===== src/rtl/rom_fetch_arbiter.sv =====
// rom_fetch_arbiter
// Shares one SDRAM toggle-handshake port between three byte-addressed ROM
// readers (0 = main CPU, 1 = sound CPU, 2 = sprite ROM) and the ROM download
// write stream. A pending download write always wins. Reads are granted
// round-robin, and each reader keeps a one-word cache of its last fetched word.
//
// Ports
//   clk_sys               system clock
//   reset                 synchronous, active-high
//   dl_active             ROM download in progress
//   dl_wr                 download byte strobe (a write is triggered on its rising edge)
//   dl_addr[24:0]         download byte address
//   dl_data[7:0]          download byte
//   rd_req[2:0]           per-reader read request (level, held until ack)
//   rd_addr0/1/2[16:0]    reader byte address (stable while requesting)
//   rd_ack[2:0]           one-cycle pulse: matching rd_q is valid
//   rd_q0/1/2[7:0]        returned byte, held until that reader's next ack
//   sd_req                SDRAM request toggle (not touched by reset)
//   sd_ack                SDRAM ack toggle (foreign clock domain)
//   sd_we, sd_a, sd_ds,   SDRAM command: write flag, word address,
//   sd_d                  byte enables {upper,lower}, write data
//   sd_q[15:0]            SDRAM read data, valid once the ack toggles
//   dl_overrun            sticky flag: a download byte was dropped
module rom_fetch_arbiter #(
    parameter int              AW    = 23,
    parameter logic [AW-1:0]   BASE0 = 23'h04000,
    parameter logic [AW-1:0]   BASE1 = 23'h00000,
    parameter logic [AW-1:0]   BASE2 = 23'h10000
) (
    input  logic          clk_sys,
    input  logic          reset,
    input  logic          dl_active,
    input  logic          dl_wr,
    input  logic [24:0]   dl_addr,
    input  logic [7:0]    dl_data,
    input  logic [2:0]    rd_req,
    input  logic [16:0]   rd_addr0,
    input  logic [16:0]   rd_addr1,
    input  logic [16:0]   rd_addr2,
    output logic [2:0]    rd_ack,
    output logic [7:0]    rd_q0,
    output logic [7:0]    rd_q1,
    output logic [7:0]    rd_q2,
    output logic          sd_req,
    input  logic          sd_ack,
    output logic          sd_we,
    output logic [AW-1:0] sd_a,
    output logic [1:0]    sd_ds,
    output logic [15:0]   sd_d,
    input  logic [15:0]   sd_q,
    output logic          dl_overrun
);

    typedef enum logic [1:0] {
        ST_DRAIN = 2'd0,
        ST_IDLE  = 2'd1,
        ST_BUSY  = 2'd2,
        ST_RESP  = 2'd3
    } state_t;

    state_t state_r;
    state_t state_s;

    // The request toggle must survive reset so an outstanding transaction is
    // never doubled up; it only gets a power-up value.
    logic sd_req_r   = 1'b0;
    logic ack_meta_r = 1'b0;
    logic ack_sync_r = 1'b0;

    logic [1:0]    rr_ptr_r;
    logic [1:0]    cur_idx_r;
    logic [16:0]   cur_addr_r;
    logic [2:0]    cache_v_r;
    logic [15:0]   cache_word_r [3];
    logic [15:0]   cache_tag_r  [3];
    logic          pend_v_r;
    logic [23:0]   pend_a_r;
    logic [7:0]    pend_d_r;
    logic          dl_wr_d_r;
    logic          dl_active_d_r;
    logic [2:0]    rd_ack_r;
    logic [7:0]    rd_q0_r;
    logic [7:0]    rd_q1_r;
    logic [7:0]    rd_q2_r;
    logic          sd_we_r;
    logic [AW-1:0] sd_a_r;
    logic [1:0]    sd_ds_r;
    logic [15:0]   sd_d_r;
    logic          dl_overrun_r;

    logic          done_s;
    logic          gnt_v_s;
    logic [1:0]    gnt_idx_s;
    logic [16:0]   sel_addr_s;
    logic [AW-1:0] sel_base_s;
    logic          hit_s;
    logic          grant_s;
    logic          issue_wr_s;
    logic          issue_rd_s;
    logic          fill_s;
    logic          resp_s;
    logic          dl_edge_s;
    logic          dl_rise_s;
    logic [15:0]   resp_word_s;
    logic [7:0]    resp_byte_s;

    // Returns {valid, index} of the first requester after ptr, in circular order.
    function automatic logic [2:0] rr_pick(input logic [1:0] ptr, input logic [2:0] req);
        logic [1:0] first_s;
        logic [1:0] second_s;
        logic [1:0] third_s;
        case (ptr)
            2'd0:    begin first_s = 2'd1; second_s = 2'd2; third_s = 2'd0; end
            2'd1:    begin first_s = 2'd2; second_s = 2'd0; third_s = 2'd1; end
            default: begin first_s = 2'd0; second_s = 2'd1; third_s = 2'd2; end
        endcase
        if (req[first_s]) begin
            rr_pick = {1'b1, first_s};
        end else if (req[second_s]) begin
            rr_pick = {1'b1, second_s};
        end else if (req[third_s]) begin
            rr_pick = {1'b1, third_s};
        end else begin
            rr_pick = 3'b000;
        end
    endfunction

    assign done_s    = (ack_sync_r == sd_req_r);
    assign dl_edge_s = dl_active && dl_wr && !dl_wr_d_r;
    assign dl_rise_s = dl_active && !dl_active_d_r;
    assign {gnt_v_s, gnt_idx_s} = rr_pick(rr_ptr_r, rd_req);

    // Address, base offset and cache-hit test for the reader that would be granted.
    always_comb begin
        sel_addr_s = rd_addr0;
        sel_base_s = BASE0;
        hit_s      = 1'b0;
        case (gnt_idx_s)
            2'd1: begin
                sel_addr_s = rd_addr1;
                sel_base_s = BASE1;
                hit_s      = cache_v_r[1] && (cache_tag_r[1] == rd_addr1[16:1]);
            end
            2'd2: begin
                sel_addr_s = rd_addr2;
                sel_base_s = BASE2;
                hit_s      = cache_v_r[2] && (cache_tag_r[2] == rd_addr2[16:1]);
            end
            default: begin
                sel_addr_s = rd_addr0;
                sel_base_s = BASE0;
                hit_s      = cache_v_r[0] && (cache_tag_r[0] == rd_addr0[16:1]);
            end
        endcase
    end

    // Cached word and byte returned to the reader being acknowledged.
    always_comb begin
        resp_word_s = cache_word_r[0];
        case (cur_idx_r)
            2'd1:    resp_word_s = cache_word_r[1];
            2'd2:    resp_word_s = cache_word_r[2];
            default: resp_word_s = cache_word_r[0];
        endcase
        if (cur_addr_r[0]) begin
            resp_byte_s = resp_word_s[15:8];
        end else begin
            resp_byte_s = resp_word_s[7:0];
        end
    end

    // Next-state logic and per-cycle action strobes.
    always_comb begin
        state_s    = state_r;
        grant_s    = 1'b0;
        issue_wr_s = 1'b0;
        issue_rd_s = 1'b0;
        fill_s     = 1'b0;
        resp_s     = 1'b0;
        case (state_r)
            ST_DRAIN: begin
                if (done_s) begin
                    state_s = ST_IDLE;
                end else begin
                    state_s = ST_DRAIN;
                end
            end
            ST_IDLE: begin
                if (pend_v_r) begin
                    issue_wr_s = 1'b1;
                    state_s    = ST_BUSY;
                end else if (!dl_active && gnt_v_s) begin
                    grant_s = 1'b1;
                    if (hit_s) begin
                        state_s = ST_RESP;
                    end else begin
                        issue_rd_s = 1'b1;
                        state_s    = ST_BUSY;
                    end
                end else begin
                    state_s = ST_IDLE;
                end
            end
            ST_BUSY: begin
                if (done_s) begin
                    if (sd_we_r) begin
                        state_s = ST_IDLE;
                    end else begin
                        fill_s  = 1'b1;
                        state_s = ST_RESP;
                    end
                end else begin
                    state_s = ST_BUSY;
                end
            end
            ST_RESP: begin
                resp_s  = 1'b1;
                state_s = ST_IDLE;
            end
            default: begin
                state_s = ST_DRAIN;
            end
        endcase
    end

    // State register; reset parks in DRAIN until any old transaction completes.
    always_ff @(posedge clk_sys) begin
        if (reset) begin
            state_r <= ST_DRAIN;
        end else begin
            state_r <= state_s;
        end
    end

    // Two-flop synchroniser for the foreign-domain ack toggle (no reset on purpose).
    always_ff @(posedge clk_sys) begin
        ack_meta_r <= sd_ack;
        ack_sync_r <= ack_meta_r;
    end

    // Request toggle: flips once per issued SDRAM command.
    always_ff @(posedge clk_sys) begin
        if (!reset && (issue_wr_s || issue_rd_s)) begin
            sd_req_r <= ~sd_req_r;
        end else begin
            sd_req_r <= sd_req_r;
        end
    end

    // SDRAM command registers, loaded in the cycle the toggle is issued.
    always_ff @(posedge clk_sys) begin
        if (reset) begin
            sd_we_r <= 1'b0;
            sd_a_r  <= {AW{1'b0}};
            sd_ds_r <= 2'b00;
            sd_d_r  <= 16'h0000;
        end else if (issue_wr_s) begin
            sd_we_r <= 1'b1;
            sd_a_r  <= AW'(pend_a_r[23:1]);
            sd_ds_r <= {pend_a_r[0], ~pend_a_r[0]};
            sd_d_r  <= {pend_d_r, pend_d_r};
        end else if (issue_rd_s) begin
            sd_we_r <= 1'b0;
            sd_a_r  <= sel_base_s + {{(AW-16){1'b0}}, sel_addr_s[16:1]};
            sd_ds_r <= 2'b11;
        end
    end

    // One-deep download write buffer and sticky overrun flag.
    always_ff @(posedge clk_sys) begin
        if (reset) begin
            dl_wr_d_r    <= 1'b0;
            pend_v_r     <= 1'b0;
            pend_a_r     <= 24'h000000;
            pend_d_r     <= 8'h00;
            dl_overrun_r <= 1'b0;
        end else begin
            dl_wr_d_r <= dl_wr;
            if (dl_edge_s) begin
                // A slot being issued this cycle is free for the new byte.
                if (pend_v_r && !issue_wr_s) begin
                    dl_overrun_r <= 1'b1;
                end else begin
                    pend_v_r <= 1'b1;
                    pend_a_r <= dl_addr[23:0];
                    pend_d_r <= dl_data;
                end
            end else if (issue_wr_s) begin
                pend_v_r <= 1'b0;
            end
        end
    end

    // Grant bookkeeping: which reader and address the current transaction serves.
    always_ff @(posedge clk_sys) begin
        if (reset) begin
            cur_idx_r  <= 2'd0;
            cur_addr_r <= 17'h00000;
        end else if (grant_s) begin
            cur_idx_r  <= gnt_idx_s;
            cur_addr_r <= sel_addr_s;
        end
    end

    // Cache valid bits: set on fill, all cleared when a download starts.
    always_ff @(posedge clk_sys) begin
        if (reset) begin
            dl_active_d_r <= 1'b0;
            cache_v_r     <= 3'b000;
        end else begin
            dl_active_d_r <= dl_active;
            if (dl_rise_s) begin
                cache_v_r <= 3'b000;
            end else if (fill_s) begin
                cache_v_r <= cache_v_r | (3'b001 << cur_idx_r);
            end
        end
    end

    // Cache word and tag storage, only meaningful where the valid bit is set.
    always_ff @(posedge clk_sys) begin
        if (fill_s) begin
            cache_word_r[cur_idx_r] <= sd_q;
            cache_tag_r[cur_idx_r]  <= cur_addr_r[16:1];
        end
    end

    // Reader responses and round-robin pointer; a dropped request gets no ack.
    always_ff @(posedge clk_sys) begin
        if (reset) begin
            rd_ack_r <= 3'b000;
            rd_q0_r  <= 8'h00;
            rd_q1_r  <= 8'h00;
            rd_q2_r  <= 8'h00;
            rr_ptr_r <= 2'd2;
        end else begin
            rd_ack_r <= 3'b000;
            if (resp_s) begin
                rr_ptr_r <= cur_idx_r;
                if (rd_req[cur_idx_r]) begin
                    rd_ack_r <= 3'b001 << cur_idx_r;
                    case (cur_idx_r)
                        2'd1:    rd_q1_r <= resp_byte_s;
                        2'd2:    rd_q2_r <= resp_byte_s;
                        default: rd_q0_r <= resp_byte_s;
                    endcase
                end
            end
        end
    end

    assign rd_ack     = rd_ack_r;
    assign rd_q0      = rd_q0_r;
    assign rd_q1      = rd_q1_r;
    assign rd_q2      = rd_q2_r;
    assign sd_req     = sd_req_r;
    assign sd_we      = sd_we_r;
    assign sd_a       = sd_a_r;
    assign sd_ds      = sd_ds_r;
    assign sd_d       = sd_d_r;
    assign dl_overrun = dl_overrun_r;

endmodule


===== config.mk =====
export PLATFORM = sky130hd
export DESIGN_NAME = rom_fetch_arbiter
export DESIGN_NICKNAME = d
export VERILOG_FILES = /design/src/rtl/rom_fetch_arbiter.sv
export SDC_FILE = /design/constraint.sdc
export NUM_CORES = 1
export LEC_CHECK = 0
export CAP_MARGIN = 20
export CORE_MARGIN = 2
export CORE_UTILIZATION = 56
export DETAILED_ROUTE_END_ITERATION = 10
export GPL_ROUTABILITY_DRIVEN = 0
export PLACE_DENSITY = 0.94
export SYNTH_ARGS = -nofsm -noshare
export SYNTH_HDL_FRONTEND = slang
export SYNTH_SLANG_ARGS = --single-unit

===== constraint.sdc =====
create_clock -name clk_sys -period 6.6 [get_ports clk_sys]
set_input_delay 1.65 -clock clk_sys [delete_from_list [all_inputs] [get_ports clk_sys]]
set_output_delay 1.65 -clock clk_sys [all_outputs]
set_load 0.01 [all_outputs]

# After elaboration in Yosys (flattened, before gate mapping)
# Memory sizes are Yosys's and may differ from the RTL's.
# Cells that the tools add are included.
dict set report word_totals {
  register_bits 134
  ram_bits 96
  inputBits 108
  out_inout_bits 71
  word_cells 128
  memories 2
}
# memory depth word_bits rd rd_ports_with_merged_regs wr line
set memory_table {}
lappend memory_table {cache_tag_r 3 16 3 0 1 75} ;# logic [15:0] cache_tag_r [3];
lappend memory_table {cache_word_r 3 16 3 0 1 74} ;# logic [15:0] cache_word_r [3];
dict set report op_classes {
  addsub 1
  n_lt_le_gt_ge 4
  eq_ne 13
  shifts 1
  mux 50
  n_bitwise 7
  n_reduce_logical 28
}
# op n
set ops {}
lappend ops {{one-hot mux 17 bit (2 select lines)} 2}
lappend ops {{equality test 16 bit} 3}
lappend ops {{two-way mux 23 bit} 2}
lappend ops {{one-hot mux 16 bit (2 select lines)} 1}
lappend ops {{two-way mux 1 bit} 26}
lappend ops {{adder 23 x 16 -> 23 bit} 1}
lappend ops {{< comparator 2 x 3 -> 1 bit (second input constant)} 4}
lappend ops {{two-way mux 2 bit} 6}
lappend ops {{one-hot mux 2 bit (2 select lines)} 3}
lappend ops {{logical AND 1 bit} 9}
lappend ops {{two-way mux 3 bit} 3}
lappend ops {{AND reduction 3 bit} 3}
lappend ops {{binary-select mux 1 bit (select 2 bit)} 4}
lappend ops {{equality test 2 x 1 -> 1 bit (second input constant)} 4}
lappend ops {{equality test 2 bit (second input constant)} 4}
lappend ops {{two-way mux 8 bit} 1}
lappend ops {{one-hot mux 2 bit (4 select lines)} 1}
lappend ops {{inverter 1 bit} 6}
lappend ops {{AND reduction 2 bit} 3}
lappend ops {{logical NOT 1 bit} 5}
lappend ops {{logical NOT 2 bit} 2}
lappend ops {{nonzero test 2 bit} 2}
lappend ops {{OR reduction 2 bit} 2}
lappend ops {{bitwise OR 3 bit} 1}
lappend ops {{6 further kinds} 6}

# Depth between registers and ports, before layout
# Gate-level depths: netlist of the first run.
dict set report depth {
  depth_word 15
  depth_mapped 13
}

# Worst setup path after synthesis of the first run
# No wires, ideal clock.
dict set report synth_path {
  path_kind {input to register}
  startpoint {input rd_req[2]}
  endpoint {register sd_a_r[16], in the netlist sd_a[16]}
  setup_time_ns 0.117
  arrival_time_ns 3.657
  required_ns 6.483
  path_slack_ns 2.825
  stages 11
  path_buffers 2
  path_cell_list {a21oi_1 > o21a_1 > inv_1 > ha_1 > buf_2 > clkbuf_1 > o21ai_0 > ha_1 > xnor2_1 > nand3_1 > a32o_1}
}
# element line
set synth_rtl {}
lappend synth_rtl {{start, declared} 36} ;# input logic [2:0] rd_req,
lappend synth_rtl {{binary-select mux 1 bit (select 2 bit)} 121} ;# end else if (req[third_s]) begin
lappend synth_rtl {{two-way mux 1 bit (not written as such)} 121}
lappend synth_rtl {{two-way mux 3 bit} 121}
lappend synth_rtl {{two-way mux 3 bit} 119} ;# end else if (req[second_s]) begin
lappend synth_rtl {{two-way mux 3 bit *} 117} ;# if (req[first_s]) begin
lappend synth_rtl {{named net gnt_idx_s[0]} 93} ;# logic [1:0] gnt_idx_s;
lappend synth_rtl {{equality test 2 bit or equality test 2 x 1 -> 1 bit (tied branches)} 138} ;# case (gnt_idx_s)
lappend synth_rtl {{one-hot mux 17 bit (2 select lines) *} 138}
lappend synth_rtl {{named net sel_addr_s[16]} 94} ;# logic [16:0] sel_addr_s;
lappend synth_rtl {{adder 23 x 16 -> 23 bit *} 264} ;# sd_a_r <= sel_base_s + {{(AW-16){1'b0}}, sel_addr_s[16:1]};
lappend synth_rtl {{two-way mux 23 bit *} 262} ;# end else if (issue_rd_s) begin
lappend synth_rtl {{two-way mux 23 bit *} 257} ;# end else if (issue_wr_s) begin
lappend synth_rtl {{end signal, assigned} 254} ;# sd_a_r <= {AW{1'b0}};
lappend synth_rtl {{end signal, assigned} 259} ;# sd_a_r <= AW'(pend_a_r[23:1]);
lappend synth_rtl {{end signal, assigned} 264}
lappend synth_rtl {{end, declared} 86} ;# logic [AW-1:0] sd_a_r;
# Mark *: on every way through the listed nets, which the timed path passes. The rest lies on a longest branch. The select of a mux whose other input is x is not followed.
# A chain may end at the register's enable or synchronous reset.

# Final worst setup path of the first run
dict set report layout_path {
  startpoint {input rd_req[2]}
  endpoint {register sd_a_r[6], in the netlist sd_a[6]}
}
dict set report layout_via {
  elab_chain_cells 12
}
# element line
set layout_rtl {}
lappend layout_rtl {{binary-select mux 1 bit (select 2 bit)} 121}
lappend layout_rtl {{two-way mux 1 bit (not written as such)} 121}
lappend layout_rtl {{two-way mux 3 bit} 121}
lappend layout_rtl {{two-way mux 3 bit} 119}
lappend layout_rtl {{two-way mux 3 bit *} 117}
lappend layout_rtl {{named net gnt_idx_s[0]} 93}
lappend layout_rtl {{parallel branches: the longest is 7 deep, another holds adder 23 x 16 -> 23 bit} --}
# Mark *: on every way through the listed nets, which the timed path passes. The select of a mux whose other input is x is not followed.

==> results of run 1 <==
registers in the layout (all words and copies together), names as in the netlist, 3 cells and up:
signal        flops
cache_word_r     48
cur_addr_r       17
sd_d              8
rd_q1             8
cache_tag_r      48
pend_a_r         24
pend_d_r          8
rd_ack            3
sd_a             23
cache_v_r         3
rd_q2             8
rd_q0             8
power by group through the flow:
stage	Clock (W)	Sequential, W	Combinational [W]
finish	0.00121	0.00149	0.000303
global route	0.00128	0.00149	0.000325
floorplan	0	0.00152	0.000146
global placement	0	0.00152	0.000287
detailed placement	0	0.00152	0.000293
CTS	0.00123	0.00149	0.000298
worst max-delay path by stage:
stage	start	endpoint	slack (ns)
3_3_place_gp	rd_req[2]	sd_req$_DFFE_PP_	1.50
2_1_floorplan	rd_req[2]	sd_a[16]$_SDFFE_PP0P_	2.83
3_5_place_dp	rd_req[2]	sd_a[13]$_SDFFE_PP0P_	1.44
5_1_grt	rd_req[2]	sd_a[6]$_SDFFE_PP0P_	1.68
6_report	rd_req[2]	sd_a[6]$_SDFFE_PP0P_	1.85
4_1_cts	rd_req[2]	sd_a[10]$_SDFFE_PP0P_	1.94
cells by family after synthesis:
family / after synthesis / synth area share (%)
xor gates and xnor gates: 50 / 4.79
adders and majority gates: 7 / 0.958
buffers and inverters: 73 / 3.85
and+or+nand+nor: 277 / 12.7
muxes: 29 / 3.18
DFF: 222 / 59.3
AOI/OAI and AO/OA: 200 / 15.3
metal layers:
metal  vias to the layer above  track usage [%]  part of all wire (%)
met1                      3356             34.8                    40
li1                       3327                -                     -
met4                         0             10.4                   3.5
met5                         -                0                     0
met3                        64             4.38                   8.0
met2                       375             45.5                    49
synth_stat cells (all sizes together), types with 2 or more instances:
master	instances
nor3	17
a21boi	14
nand2	115
o31a	14
buf	29
and2	4
xor2	17
nor2b	2
a221o	15
nand2b	2
a22oi	18
nand3	7
a21oi	69
nor2	109
nand4	9
ha	7
dfxtp	125
a311oi	2
inv	10
o21ai	36
a31oi	3
o21bai	2
mux2i	29
nor4	4
o211ai	14
edfxtp	97
a21o	2
or2	2
clkbuf	34
xnor2	33
a211oi	2
o21a	2
area by class of cell:
class	count	area share, %
Tap cell	216	2.32
Clock buffer	34	5.81
Timing Repair Buffer	186	15.9
Clock inverter	7	0.300
Inverter	10	0.322
Sequential cell	222	46.4
Multi-Input combinational cell	563	28.9
metrics by stage:
step	cells	total power, W	util, %	instance area, um2	setup slack (ns)
3_3_place_gp	1196	0.00180	68.6	10900	1.50
6_report	1238	0.00301	73.2	11700	1.85
3_5_place_dp	1196	0.00181	68.6	10900	1.44
4_1_cts	1237	0.00302	73.0	11600	1.94
2_1_floorplan	858	0.00166	-	9140	2.83
5_1_grt	1238	0.00310	73.2	11700	1.68
==> impl_metrics.toml, run 1 <==
[run_status]
outcome = "completed"

[synth]
async_flop_share_pct = 0
synth_edf_count = 97
postSynthCellCount = 858
synthTopCellsByArea = "edfxtp_1, dfxtp_1, nand2_1, nor2_1, a21oi_1"
syn_avg_cell_area_um2 = 10.7
synth-seq-cells = 222
seq_area_frac_synth_pct = 59.3
yosysTopAreaCell = "edfxtp_1"
syn_area_mm2 = 0.00914
ys_types = 54
dominantRegCellSynth = "dfxtp_1"
yosys_warnings = 0
synth_fp_nets = 973
netlist.area_leader.share_pct = 31.9

[floorplanning]
num_rows = 46
initial_core_util_pct = 57.3
die_h_um = 132
dieWidth_um = 132
die-area_mm2 = 0.0174
core-area_mm2 = 0.0159
ios = 179

[cts]
clk_path_buf_depth = 3
root_buffer = "clkbuf_16"
cts_tree = "built"
clk_latency_ns = 0.50
htree_levels = 1
clk_pin_slew_worst_paths_ns = 0.06
cts_setup_buffers = 0
cts_sinks = 222
cts.repair.resized = 0
cts_hold_buffers = 0
cts_buffers = 23

[setup_path]
critPathMaxStageDelay_ns = 0.82
critPathCaptureType = "register"
path_delay_family = "compound AO/OA/AOI/OAI gates"
r2r_cells = 10
critPathArrivalTime_ns = 5.12
worstReg2RegEnd = "sd_a[6]$_SDFFE_PP0P_"
cp_cell_sequence = "clkdlybuf4s50_1 -> a21oi_1 -> o21a_1 -> inv_1 -> ha_1 -> nand3_1 -> or4_4 -> o22ai_4 -> nor3_1 -> o31a_1"
path_max_fanout = 23
r2r_start = "rr_ptr_r[1]$_SDFFE_PP1P_"
crit_type = "in -> reg"
cp.depth = 10
rrSetupSlack_ns = 3.13
timing.critical_path.buf_inv = 2
slowest_stage = "ha_1"
required_ns = 6.97
startpoint_type = "primary input"

[detailed_routing]
vias = 7122
drt.antenna.violating_nets = 0
drc = 0
postRouteWirelength_um = 23600
drt_iter0_markers = 588
first_pass_iters = 6
avgViaCountPerCell = 5.75
wl_per_cell_um = 19.1

[global_route]
grt_pass1_vias = 7143
grt_overflow = 0
grt_pass1_wl_um = 37800
grtUsageTotal_pct = 26.9
antenna_found_initial = 0
grt_max_degree = 84

[pwr]
power.internal_w = 0.00232
p_switching_w = 0.000686
pwr-share-comb_pct = 10.1
leakage_nw = 4.15
power_density_mw_per_mm2 = 258
seq_power_share_pct = 49.6
clkPwrFrac_pct = 40.3
p_sw_share_pct = 22.8
vdd_ir_drop_max_mv = 0.199

[timing]
fin_skew_ns = 0.0134
fin_crit_sh_pct = 71.9
rsz0062_at_grt = "no"
clock.fmax_ghz = 0.211
tns_ns = 0
worst_slew_pin_slew_ns = 0.929
fin_crit_ns = 4.75
holdWs_ns = 0.324
max-slew-margin-rel_pct = 38.1
slew_violations = 0
setup_viol = 0
hold_viol = 0

[final_layout]
fin_nets = 1121
ff_latch_area_mm2 = 0.00542
multiInputGateArea_mm2 = 0.00338
final_common_cell = "clkdlybuf4s50_1"
n_fill_cell = 1061
drive_gt1_share_pct = 7.24
antenna_cells = 0
syn_to_final_growth_pct = 27.7
final_cell_mix = "clkdlybuf4s50_1, dfxtp_1, nand2_1, nor2_1, edfxtp_1"

[placed_design]
portBuffers = 177
place_hpwl_um = 15600

[hold_path]
holdPathEnd = "ack_sync_r$_DFF_P_"
hold_depth = 0
hp-start = "ack_meta_r$_DFF_P_"
hold_class = "reg -> reg"

[flow_run]
maxCapViolCount = 0
No activity file was read; power rests on OpenSTA's default activity.
==> run 2, diff against run 1 <==
CORE_UTILIZATION = 47   (was 56)
PLACE_DENSITY = 0.85   (was 0.94)
clock period = 4.1 ns   (was 6.6 ns; I/O delays follow)
==> run 2 against run 1 <==
Worst hold slack improved by 0.0039 ns. Die area increased by 19%. Core utilization decreased by 11 points. Via count decreased by 1.2%. Clock skew increased by 0.00054 ns. Sequential power increased by 61%. Non-clock buffer count increased by 11. Critical endpoint is now sd_a[5]$_SDFFE_PP0P_. Largest power group unchanged.
==> impl_metrics.toml, run 2 (same netlist as run 1, synthesis figures left out) <==
[setup_path]
cp.depth = 12
path_delay_family = "buffers and inverters"
critPathCaptureType = "register"
startpoint_type = "primary input"
critPathMaxStageDelay_ns = 0.47
cp_cell_sequence = "clkdlybuf4s50_1 -> a21oi_1 -> o21a_1 -> inv_1 -> ha_1 -> buf_4 -> nor3_1 -> nand4_1 -> o22ai_4 -> buf_4 -> nor3_1 -> o31a_1"
timing.critical_path.buf_inv = 4
slowest_stage = "clkdlybuf4s50_1"
crit_type = "in -> reg"
r2r_cells = 12
path_max_fanout = 23
critPathArrivalTime_ns = 3.82
required_ns = 4.50

[global_route]
antenna_found_initial = 0
grt_max_degree = 67
grt_pass1_wl_um = 35500
grt_overflow = 0
grtUsageTotal_pct = 22.0
grt_pass1_vias = 6813

[run_status]
outcome = "completed"

[cts]
cts_buffers = 22
clk_pin_slew_worst_paths_ns = 0.06
cts_hold_buffers = 0
clk_latency_ns = 0.51
htree_levels = 1
root_buffer = "clkbuf_16"
cts_setup_buffers = 0
clk_path_buf_depth = 3
cts_tree = "built"
cts.repair.resized = 0
cts_sinks = 222

[floorplanning]
die-area_mm2 = 0.0206
initial_core_util_pct = 47.4
die_h_um = 143
dieWidth_um = 143
core-area_mm2 = 0.0193
ios = 179
num_rows = 51

[timing]
rsz0062_at_grt = "no"
tns_ns = 0
fin_skew_ns = 0.0139
setup_viol = 0
fin_crit_ns = 3.42
clock.fmax_ghz = 0.292
max-slew-margin-rel_pct = 38.4
holdWs_ns = 0.328
slew_violations = 0
hold_viol = 0
worst_slew_pin_slew_ns = 0.925
fin_crit_sh_pct = 83.5

[hold_path]
hold_depth = 0
hold_class = "reg -> reg"

[detailed_routing]
first_pass_iters = 5
avgViaCountPerCell = 5.43
vias = 7034
drc = 0
drt.antenna.violating_nets = 0
postRouteWirelength_um = 23200
wl_per_cell_um = 17.9
drt_iter0_markers = 637

[final_layout]
fin_util_pct = 61.7
antenna_cells = 0
layout.cells.non_filler = 1296
syn_to_final_growth_pct = 30.1
final_common_cell = "clkdlybuf4s50_1"
fin_nets = 1131
final_cell_mix = "clkdlybuf4s50_1, dfxtp_1, nand2_1, nor2_1, edfxtp_1"
reg_top3 = "cache_tag_r x48, cache_word_r x48, pend_a_r x24"
drive_gt1_share_pct = 8.34
n_fill_cell = 1508

[placed_design]
place_hpwl_um = 15800
dpl.cell_count = 1256
portBuffers = 177

[pwr]
leakage_nw = 4.22
vdd_ir_drop_max_mv = 0.255
power_density_mw_per_mm2 = 418

[flow_run]
maxCapViolCount = 0
## run 2: per-stage QoR
| stage | worst slack (ns) | power, W | cell area (um2) |
|---|---|---|---|
| floorplan | 0.950 | 0.00268 | 9140 |
| global placement | 0.313 | 0.00292 | 11100 |
| detailed placement | 0.263 | 0.00293 | 11100 |
| CTS | 0.711 | 0.00499 | 11900 |
| global route | 0.540 | 0.00514 | 11900 |
| finish | 0.678 | 0.00498 | 11900 |
## run 2: report_power, final
part	switching, W	internal, W	total (W)
logic	0.000256	0.000241	0.000496
clock network	0.000819	0.00126	0.00208
registers	0.0000364	0.00236	0.00240
total	0.00111	0.00387	0.00498
## run 2: layer usage
| metal | track usage, % | routed length (um) | part of all wire, % |
|---|---|---|---|
| met1 | 29.6 | 9780 | 42 |
| met2 | 35.8 | 10900 | 47 |
| met3 | 3.73 | 1650 | 7.1 |
| met4 | 8.36 | 815 | 3.5 |
| met5 | 0 | 0 | 0 |
## run 2: final cells by class
cell class              instances  area (um2)  area share, %
inverters                      10        37.5          0.316
clock buffers                  29         628           5.28
well taps                     265         332           2.79
repair buffers                197        1980           16.6
flip-flops and latches        222        5420           45.5
multi-input cells             563        3380           28.4
clock inverters                10         126           1.06
## run 2: worst paths after layout
path	start	endpoint	slack [ns]
worst min register to register	ack_meta_r$_DFF_P_	ack_sync_r$_DFF_P_	0.33
worst max register to register	rr_ptr_r[1]$_SDFFE_PP1P_	sd_a[5]$_SDFFE_PP0P_	1.27
worst max-delay path	rd_req[2]	sd_a[5]$_SDFFE_PP0P_	0.68
worst min-delay path	ack_meta_r$_DFF_P_	ack_sync_r$_DFF_P_	0.33
==> run 3, diff against run 2 <==
CORE_UTILIZATION = 52   (was 47)
PLACE_DENSITY = 0.88   (was 0.85)
clock period = 3.6 ns   (was 4.1 ns; I/O delays follow)
==> run 3 against run 2 <==
Die area decreased by 9.3%. Clock power increased by 5%. Final cell count decreased by 1.9%. Setup slack got worse by 0.25 ns. Register-to-register slack got worse by 0.41 ns. Global-route usage increased by 2.9 points. First-iteration DRC count decreased by 14%. Clock skew decreased by 0.0028 ns. Combinational power increased by 19%. Design area decreased by 0.17%. Wire length increased by 0.32%. Total power increased by 11%.
==> impl_metrics.toml, run 3 (same netlist as run 1, synthesis figures left out) <==
[cts]
clk_latency_ns = 0.51
cts_tree = "built"
cts_setup_buffers = 0
clk_pin_slew_worst_paths_ns = 0.06
cts.repair.resized = 0
cts_buffers = 23
clk_path_buf_depth = 3
root_buffer = "clkbuf_16"
htree_levels = 1
cts_hold_buffers = 0
cts_sinks = 222

[timing]
clock.fmax_ghz = 0.315
rsz0062_at_grt = "no"
slew_violations = 0
holdWs_ns = 0.327
fin_skew_ns = 0.0111
max-slew-margin-rel_pct = 38.0
fin_crit_ns = 3.17
hold_viol = 0
worst_slew_pin_slew_ns = 0.930
tns_ns = 0
setup_viol = 0
fin_crit_sh_pct = 88.1

[flow_run]
maxCapViolCount = 0

[final_layout]
fin_nets = 1145
reg_top3 = "cache_tag_r x48, cache_word_r x48, pend_a_r x24"
fin_util_pct = 68.9
design_area_mm2 = 0.0119
antenna_cells = 0
syn_to_final_growth_pct = 29.9
drive_gt1_share_pct = 9.08
final_cell_mix = "clkdlybuf4s50_1, dfxtp_1, nand2_1, nor2_1, edfxtp_1"
layout.cells.non_filler = 1271
final_common_cell = "clkdlybuf4s50_1"

[setup_path]
path_max_fanout = 22
required_ns = 4.05
slowest_stage = "clkdlybuf4s50_1"
timing.critical_path.buf_inv = 4
crit_type = "in -> reg"
path_delay_family = "compound AO/OA/AOI/OAI gates"
critPathCaptureType = "register"
startpoint_type = "primary input"
cp_cell_sequence = "clkdlybuf4s50_1 -> a21oi_1 -> o21a_1 -> inv_1 -> ha_1 -> buf_12 -> nor3_1 -> nand4_1 -> o22a_2 -> buf_4 -> a21boi_2 -> o31a_1"
critPathArrivalTime_ns = 3.62
critPathMaxStageDelay_ns = 0.47

[floorplanning]
initial_core_util_pct = 53.0
core-area_mm2 = 0.0172
die_h_um = 137
ios = 179
dieWidth_um = 137
num_rows = 48
die-area_mm2 = 0.0187

[detailed_routing]
drt_iter0_markers = 549
drc = 0
drt.antenna.violating_nets = 0
postRouteWirelength_um = 23200
avgViaCountPerCell = 5.65
vias = 7180
first_pass_iters = 7
wl_per_cell_um = 18.3

[hold_path]
hold_class = "reg -> reg"

[global_route]
grt_pass1_wl_um = 36300
grtUsageTotal_pct = 24.9
grt_max_degree = 60
grt_overflow = 0
antenna_found_initial = 0
grt_pass1_vias = 7047

[pwr]
power_density_mw_per_mm2 = 464
leakage_nw = 4.26
vdd_ir_drop_max_mv = 0.381

[placed_design]
portBuffers = 177
place_hpwl_um = 15800
place_area_mm2 = 0.0112
dpl.cell_count = 1230

[run_status]
outcome = "completed"
run 3: changes by cell type in the layout (fill, tap and decap cells not counted), moves of 2 or more:
cell / previous run / this run
buf_4: 17 / 30
clkbuf_1: 3 / 5
bufinv_16: 3 / 1
clkinv_1: 1 / 5
clkbuf_8: 3 / 1
run 3: layout make-up:
| cell class | instances | area, um2 |
|---|---|---|
| sequential | 222 | 5420 |
| clock inverter | 12 | 86.3 |
| inverter | 10 | 37.5 |
| fill | 1227 | 5360 |
| timing repair buffer | 210 | 2070 |
| multi-input combinational | 563 | 3380 |
| clock buffer | 29 | 608 |
| tap | 225 | 282 |
run 3: power breakdown:
group,switching (W),internal [W]
combinational,0.000299,0.000291
clock,0.000927,0.00126
sequential,0.0000418,0.00269
total,0.00127,0.00425
run 3: worst paths after layout:
check                                                from                    end  slack, ns  depth (start not counted)
worst min-delay path                   ack_meta_r$_DFF_P_     ack_sync_r$_DFF_P_       0.33                          0
worst max-delay path                            rd_req[0]   sd_a[3]$_SDFFE_PP0P_       0.43                         12
worst max register to register  cur_idx_r[0]$_SDFFE_PP0P_  rd_q0[5]$_SDFFE_PP0P_       0.86                          6
worst min register to register         ack_meta_r$_DFF_P_     ack_sync_r$_DFF_P_       0.33                          0
run 3: layer usage:
layer / GRT usage (%) / part of all wire (%) / vias to the layer above
li1: - / - / 3372
met4: 6.83 / 2.1 / 0
met1: 33.5 / 42 / 3472
met3: 3.56 / 7.3 / 41
met5: 0 / 0 / -
met2: 42.3 / 49 / 295
run 3: per-stage QoR:
step / worst slack [ns] / power [W]
global route: 0.259 / 0.00570
floorplan: 0.575 / 0.00305
global placement: 0.0465 / 0.00335
detailed placement: -0.0503 / 0.00336
CTS: 0.431 / 0.00554
finish: 0.427 / 0.00551
